File: src/rtl/hazard_control_unit.sv
// Hazard control beside decode: tracks in-flight writers E..W and derives operand
// forward selects, load-use stalls, redirect flush and a saturating stall counter.
module hazard_control_unit #(
  parameter int REG_BITS       = 4,
  parameter int NUM_SRC        = 2,
  parameter int DEPTH          = 3,
  parameter int LOAD_READY     = 1,
  parameter int RESOLVE_STAGE  = 1,
  parameter int ZERO_HARDWIRED = 0,
  parameter int SEL_BITS       = 2,
  parameter int CNT_BITS       = 16
) (
  input  logic                          clk,
  input  logic                          reset_n,
  input  logic                          dec_valid,
  input  logic                          dec_wr_en,
  input  logic                          dec_is_load,
  input  logic [REG_BITS-1:0]           dec_rd,
  input  logic [NUM_SRC*REG_BITS-1:0]   dec_rs,
  input  logic [NUM_SRC-1:0]            dec_rs_used,
  input  logic                          redirect_valid,
  output logic [NUM_SRC*SEL_BITS-1:0]   fwd_sel,
  output logic                          stall,
  output logic                          flush,
  output logic [$clog2(DEPTH+1)-1:0]    inflight_cnt,
  output logic [CNT_BITS-1:0]           stall_cycles
);

  localparam int IC_W = $clog2(DEPTH+1);

  logic [DEPTH-1:0]    ent_vld;
  logic [DEPTH-1:0]    ent_wr;
  logic [DEPTH-1:0]    ent_load;
  logic [REG_BITS-1:0] ent_rd [DEPTH];

  logic                hazard;
  logic [REG_BITS-1:0] src_reg;
  logic                hit;
  logic                hit_ld;
  logic [SEL_BITS-1:0] hit_idx;

  function automatic logic [CNT_BITS-1:0] sat_inc(input logic [CNT_BITS-1:0] v);
    return (&v) ? v : v + 1'b1;
  endfunction

  function automatic logic is_ready(input int idx, input logic ld);
    return idx >= (ld ? LOAD_READY : 0);
  endfunction

  // Scan oldest to youngest so the youngest matching writer is the one kept.
  always_comb begin
    fwd_sel = '0;
    hazard  = 1'b0;
    src_reg = '0;
    hit     = 1'b0;
    hit_ld  = 1'b0;
    hit_idx = '0;
    for (int i = 0; i < NUM_SRC; i++) begin
      src_reg = dec_rs[i*REG_BITS +: REG_BITS];
      hit     = 1'b0;
      hit_ld  = 1'b0;
      hit_idx = '0;
      if (dec_valid && dec_rs_used[i] && !(ZERO_HARDWIRED != 0 && src_reg == '0)) begin
        for (int s = DEPTH-1; s >= 0; s--) begin
          if (ent_vld[s] && ent_wr[s] && ent_rd[s] == src_reg) begin
            hit     = 1'b1;
            hit_ld  = ent_load[s];
            hit_idx = SEL_BITS'(s);
          end
        end
      end
      if (hit) begin
        if (is_ready(int'(hit_idx), hit_ld))
          fwd_sel[i*SEL_BITS +: SEL_BITS] = hit_idx + 1'b1;
        else
          hazard = 1'b1;
      end
    end
  end

  assign stall = hazard & ~redirect_valid;
  assign flush = redirect_valid;

  always_comb begin
    inflight_cnt = '0;
    for (int s = 0; s < DEPTH; s++)
      inflight_cnt = inflight_cnt + IC_W'(ent_vld[s]);
  end

  // Stage boundary: decode -> E, and E..W shift; redirect kills entries younger than the resolver.
  always_ff @(posedge clk or negedge reset_n) begin
    if (!reset_n) begin
      ent_vld      <= '0;
      stall_cycles <= '0;
    end else begin
      for (int s = 1; s < DEPTH; s++)
        ent_vld[s] <= ent_vld[s-1] & ~(redirect_valid & (s <= RESOLVE_STAGE));
      ent_vld[0] <= dec_valid & ~stall & ~redirect_valid;
      if (stall)
        stall_cycles <= sat_inc(stall_cycles);
    end
  end

  always_ff @(posedge clk) begin
    for (int s = 1; s < DEPTH; s++) begin
      ent_wr[s]   <= ent_wr[s-1];
      ent_load[s] <= ent_load[s-1];
      ent_rd[s]   <= ent_rd[s-1];
    end
    ent_wr[0]   <= dec_wr_en;
    ent_load[0] <= dec_is_load;
    ent_rd[0]   <= dec_rd;
  end

endmodule

File: config.mk
export PLATFORM = sky130hd
export DESIGN_NAME = hazard_control_unit
export DESIGN_NICKNAME = d
export VERILOG_FILES = /design/src/rtl/hazard_control_unit.sv
export SDC_FILE = /design/constraint.sdc
export NUM_CORES = 1
export LEC_CHECK = 0
export BUFFER_PORTS_ARGS = -buffer_cell sky130_fd_sc_hd__buf_2
export CAP_MARGIN = 10
export CELL_PAD_IN_SITES_DETAIL_PLACEMENT = 1
export CELL_PAD_IN_SITES_GLOBAL_PLACEMENT = 2
export CORE_UTILIZATION = 25
export DETAILED_ROUTE_END_ITERATION = 10
export PLACE_DENSITY = 0.7
export SLEW_MARGIN = 20
export SYNTH_ARGS = -nofsm -noshare
export SYNTH_HDL_FRONTEND = slang
export SYNTH_SLANG_ARGS = --single-unit
File: constraint.sdc
create_clock -name clk -period 4.2 [get_ports clk]
set_input_delay 0.21 -clock clk [delete_from_list [all_inputs] [get_ports clk]]
set_output_delay 0.21 -clock clk [all_outputs]
set_load 0.05 [all_outputs]
### Word-level counts from Yosys, hierarchy flattened

Memory sizes are Yosys's and may differ from the RTL's.
Cells that the tools add are included.
Widths: inputs -> output; s select.

* bits in registers: 25
* bits in writable memories: 12
* input bits: 20
* output and inout bits: 24
* word-level logic and storage cells: 72
* memories: 1

* add/sub/neg operators: 5
* $lt $le $gt $ge: 2
* equality and inequality tests: 6
* multiplexer cells: 34
* bitwise logic cells: 7
* reduce and logical (&&, ||, !) cells: 13

Memories
* ent_rd: words 3, width 4, read ports 3, clocked after Yosys merged registers in 0, write ports 3, line 34 `logic [REG_BITS-1:0] ent_rd [DEPTH];`

Operators with widths (count)
* $eq 4x4->1: 6
* $mux 2: 12
* $mux 1: 22
* $add 16x1->16 const B: 1
* $reduce_and 16->1: 1
* $logic_and 1x1->1: 11
* $add 2x1->2 const B: 2
* $and 1x1->1: 4
* $ge 2x1->1: 2
* $not 1->1: 3
* $add 1x1->2: 1
* $add 2x1->2: 1
* $reduce_and 2->1: 1

### Depth between registers and ports, before layout

* word-level depth: 16
* gate-level depth with buffers: 15

### Worst setup path after synthesis

Ideal clock, no wire load.

* kind: reg2reg
* from: memory ent_rd[1][0] (netlist: ent_rd[0][4])
* to: register stall_cycles[14]
* library setup time: 0.125 ns
* arrival: 2.982 ns
* slack: 1.093 ns
* stages on the path, launching flop included: 14
* path buffers: 1
* clock period less this slack: 3.107 ns
* path through: dfxtp_1 -> xor2_1 -> nor3_1 -> and2_1 -> nor2_1 -> a221oi_1 -> nor3_1 -> ha_1 -> nand2b_1 -> or4_1 -> and4_1 -> buf_6 -> nor4_1 -> mux2_2

RTL lines
* start, declared: line 34
* end signal, assigned: line 100 `stall_cycles <= sat_inc(stall_cycles);`
* end, declared: line 26 `output logic [CNT_BITS-1:0] stall_cycles`

==> results by group <==
Die
  • I/O pin count: 44
  • Num rows: 30
  • Die area: slightly below 8000 um2
  • Starting density of the core: between 20% and 30%
  • DIE HEIGHT: roughly 88 um
  • Core area: ~6900 um2
  • Die width: 87.7 um

Setup path
  • Reg-to-Reg End: stall_cycles[1]
  • Slowest cell on the critical path: and4_1
  • Cell Chain, Critical Path: xor2_1 -> nor3_1 -> and2_1 -> nor2_1 -> a221oi_1 -> nor3_1 -> ha_1 -> nand2b_1 -> or4_1 -> and4_1 -> nor3_1 -> mux2_2
  • Critical setup path kind: flop to flop
  • Critical path required time: approximately 4400 ps
  • Delay-heaviest family, CP: simple AND/OR/NAND/NOR gates
  • CP most frequent cell: nor3_1
  • Slowest stage delay, CP: roughly 420 ps
  • Worst path buffer plus inverter count: 0
  • Startpoint Class: flop
  • Reg2Reg Depth: 12
  • WP data arrival: roughly 3700 ps
  • Reg2Reg Setup Slack: between 600 and 700 ps
  • Critical path fanouts, max: 16
  • Critical path endpoint category: flop
  • R2R Path Start: ent_rd[0][4]

Synth
  • Yosys top cell area share: about a quarter
  • Synth cell types: 40
  • Mapped Area: ~1800 um2
  • Ys async rst share: just over 50%
  • Average size of a mapped cell: roughly 10 um2
  • Cells after Synth: 182
  • Post-synth EDFFs: 0
  • Yosys warns: 0
  • Ranking of synthesized cells by area: dfrtp_1, dfxtp_1, xor2_1
  • Post-synth net total: slightly above 200
  • Yosys reg bits: 37
  • Seq/Total Area, Yosys: between 40% and 50%
  • Ranking of synthesized cells by instance count: xor2_1, dfrtp_1, dfxtp_1, nand2_1, nor2_1
  • Main synth FF type: dfrtp_1
  • Area leader, netlist: dfrtp_1
  • Top-count cell post-synth: xor2_1

Timing
  • Hold Fails Final Rpt: 0
  • Fmax: ~280 MHz
  • Worst setup margin: around 660 ps
  • Relative slew margins: between 50% and 60%
  • Setup TNS: 0 ps
  • Tmin final: around 3500 ps
  • Measured slew at the worst slew-check pin: ~640 ps
  • Final setup fails: 0
  • Max-slew violations: 0
  • Final worst-path cycle share: ~84%
  • RSZ-0062 raised after global routing: no
  • Post-Route Skew: 12.0 ps

Clocking
  • Post-CTS sizing: 0
  • Clock root buffer master: clkbuf_8
  • Clock tree sinks: 37
  • CTS tree: yes
  • Clk slew on worst S/H paths: approximately 80 ps
  • Clock Latency Late Sink: ~300 ps
  • H-tree levels: 2
  • CTS Buffer Depth: 2
  • CTS Buf Count: 5

Place
  • Port bufs: 43
  • HPWL after DPL: ~3300 um
  • Post-place setup slack: ~650 ps
  • RePlAce Congestion: between 0.7 and 0.8

Drt
  • Detailed-route wire length per cell: 13.5 um
  • Routed via count: 1465
  • Antenna Nets Post-Route: 0
  • DR DRC count: 0
  • First-pass iteration count of the detailed router: 4
  • Number of vias per cell: between 4 and 5
  • Starting DRT DRC Count: 44
  • Total wire length: approximately 4400 um

Cells and area
  • ANT cells: 0
  • Net total in the final layout: ~250
  • Layout cell share with drive strength beyond 1: 26.0%
  • Footprint of the multi-input gates: about 970 um2
  • Area Overhead vs Synth: 22.9%
  • Register Area: 836 um2
  • Fillers: ~820

Status
  • Status: finished clean

Global route
  • First-pass GRT wire length: 7450 um
  • Vias in the first global route: between 1500 and 2000
  • Tot GR Track Use: between 10% and 20%
  • Antenna violations before repair: 0
  • Total grt overflow: 0
  • Pin count of the biggest net entering global routing: 20

Hold path
  • Hold path startpoint: dec_rd[3]
  • Hold crit path type: primary input to flop
  • Hold path endpoint: ent_rd[0][3]
  • Min-Delay Path Depth: 1

Power
  • Pwr Density: a little over 300 nW/um2
  • Maximum vdd drop: between 0.00009 and 0.0001 V
  • Lkg Pwr: roughly 1.0 nW

Run
  • Max Cap Violations: 0
timing repair:
action | CTS | global route
endpoints found under the setup margin | 0 | 0
hold endpoints to repair | 20 | 0
buffers inserted | 0 | 0
hold buffers | 2 | 0
registers in the layout, summed over array words and instances, names as in the netlist:
| name | count |
|---|---|
| ent_load | 3 |
| ent_rd | 12 |
| ent_vld | 3 |
| ent_wr | 3 |
| stall_cycles | 16 |
layout make-up:
cell class                 instances  share of cell area, %
clock inverter                     3                  0.942
inverter                           1                  0.166
timing repair buffer              46                   10.7
sequential                        37                   37.0
multi-input combinational        139                   42.8
tap                               96                   5.32
clock buffer                       5                   3.05
how the worst max path moves through the flow:
| stage | startpoint | endpoint | slack (ps) | depth (start not counted) |
|---|---|---|---|---|
| 4_1_cts | ent_rd[0][4] | stall_cycles[1] | 650 | 12 |
| 3_5_place_dp | dec_rs[0] | stall_cycles[14] | 650 | 13 |
| 3_3_place_gp | dec_rs[0] | stall_cycles[14] | 710 | 13 |
| 2_1_floorplan | ent_rd[0][4] | stall_cycles[14] | 1090 | 13 |
| 5_1_grt | ent_rd[0][4] | stall_cycles[1] | 370 | 12 |
| 6_report | ent_rd[0][4] | stall_cycles[1] | 660 | 12 |
placed cells by master, fill, tap and decap left out, drive strengths merged, types with 4 or more instances in the layout:
master	n
xor2	29
clkbuf	5
dfxtp	18
xnor2	8
nand4	5
buf	44
nor3	12
nand2	17
dfrtp	19
nand2b	4
nor2	14
nor4	7
nand3	9
layer usage:
| layer | track usage [%] | share of wire (%) |
|---|---|---|
| met5 | 0 | 0 |
| met4 | 4.92 | 1.3 |
| met3 | 3.68 | 4.0 |
| met2 | 20.4 | 46 |
| met1 | 16.6 | 48 |
cell families (layout without fill, tap and decap cells):
kind of cell / after synthesis / after routing / synth area share (%)
multiplexers: 3 / 3 / 1.84
adder cells (fa/ha/maj): 4 / 4 / 3.13
flip-flops: 37 / 37 / 45.5
AO/OA/AOI/OAI: 9 / 9 / 3.68
buffers and inverters: 6 / 55 / 2.31
XOR/XNOR: 37 / 37 / 17.6
AND/OR/NAND/NOR: 86 / 86 / 25.9
report_power, final:
group	internal, mW	switching (mW)
Sequential	0.364	0.00977
Combinational	0.0246	0.0359
Clock	0.118	0.147
Total	0.506	0.192
metrics by stage:
stage          instances  cell area [um2]  util (%)  hold slack [ps]  total power, mW
6_report             327             2260      32.5             9.28            0.699
5_1_grt              327             2260      32.5            0.462            0.730
4_1_cts              327             2260      32.5             2.84            0.712
3_5_place_dp         317             2150      30.9              183            0.442
3_3_place_gp         317             2150      30.9              187            0.442
2_1_floorplan        182             1840         -            -85.6            0.415
Power figures use the tool's default switching activity.
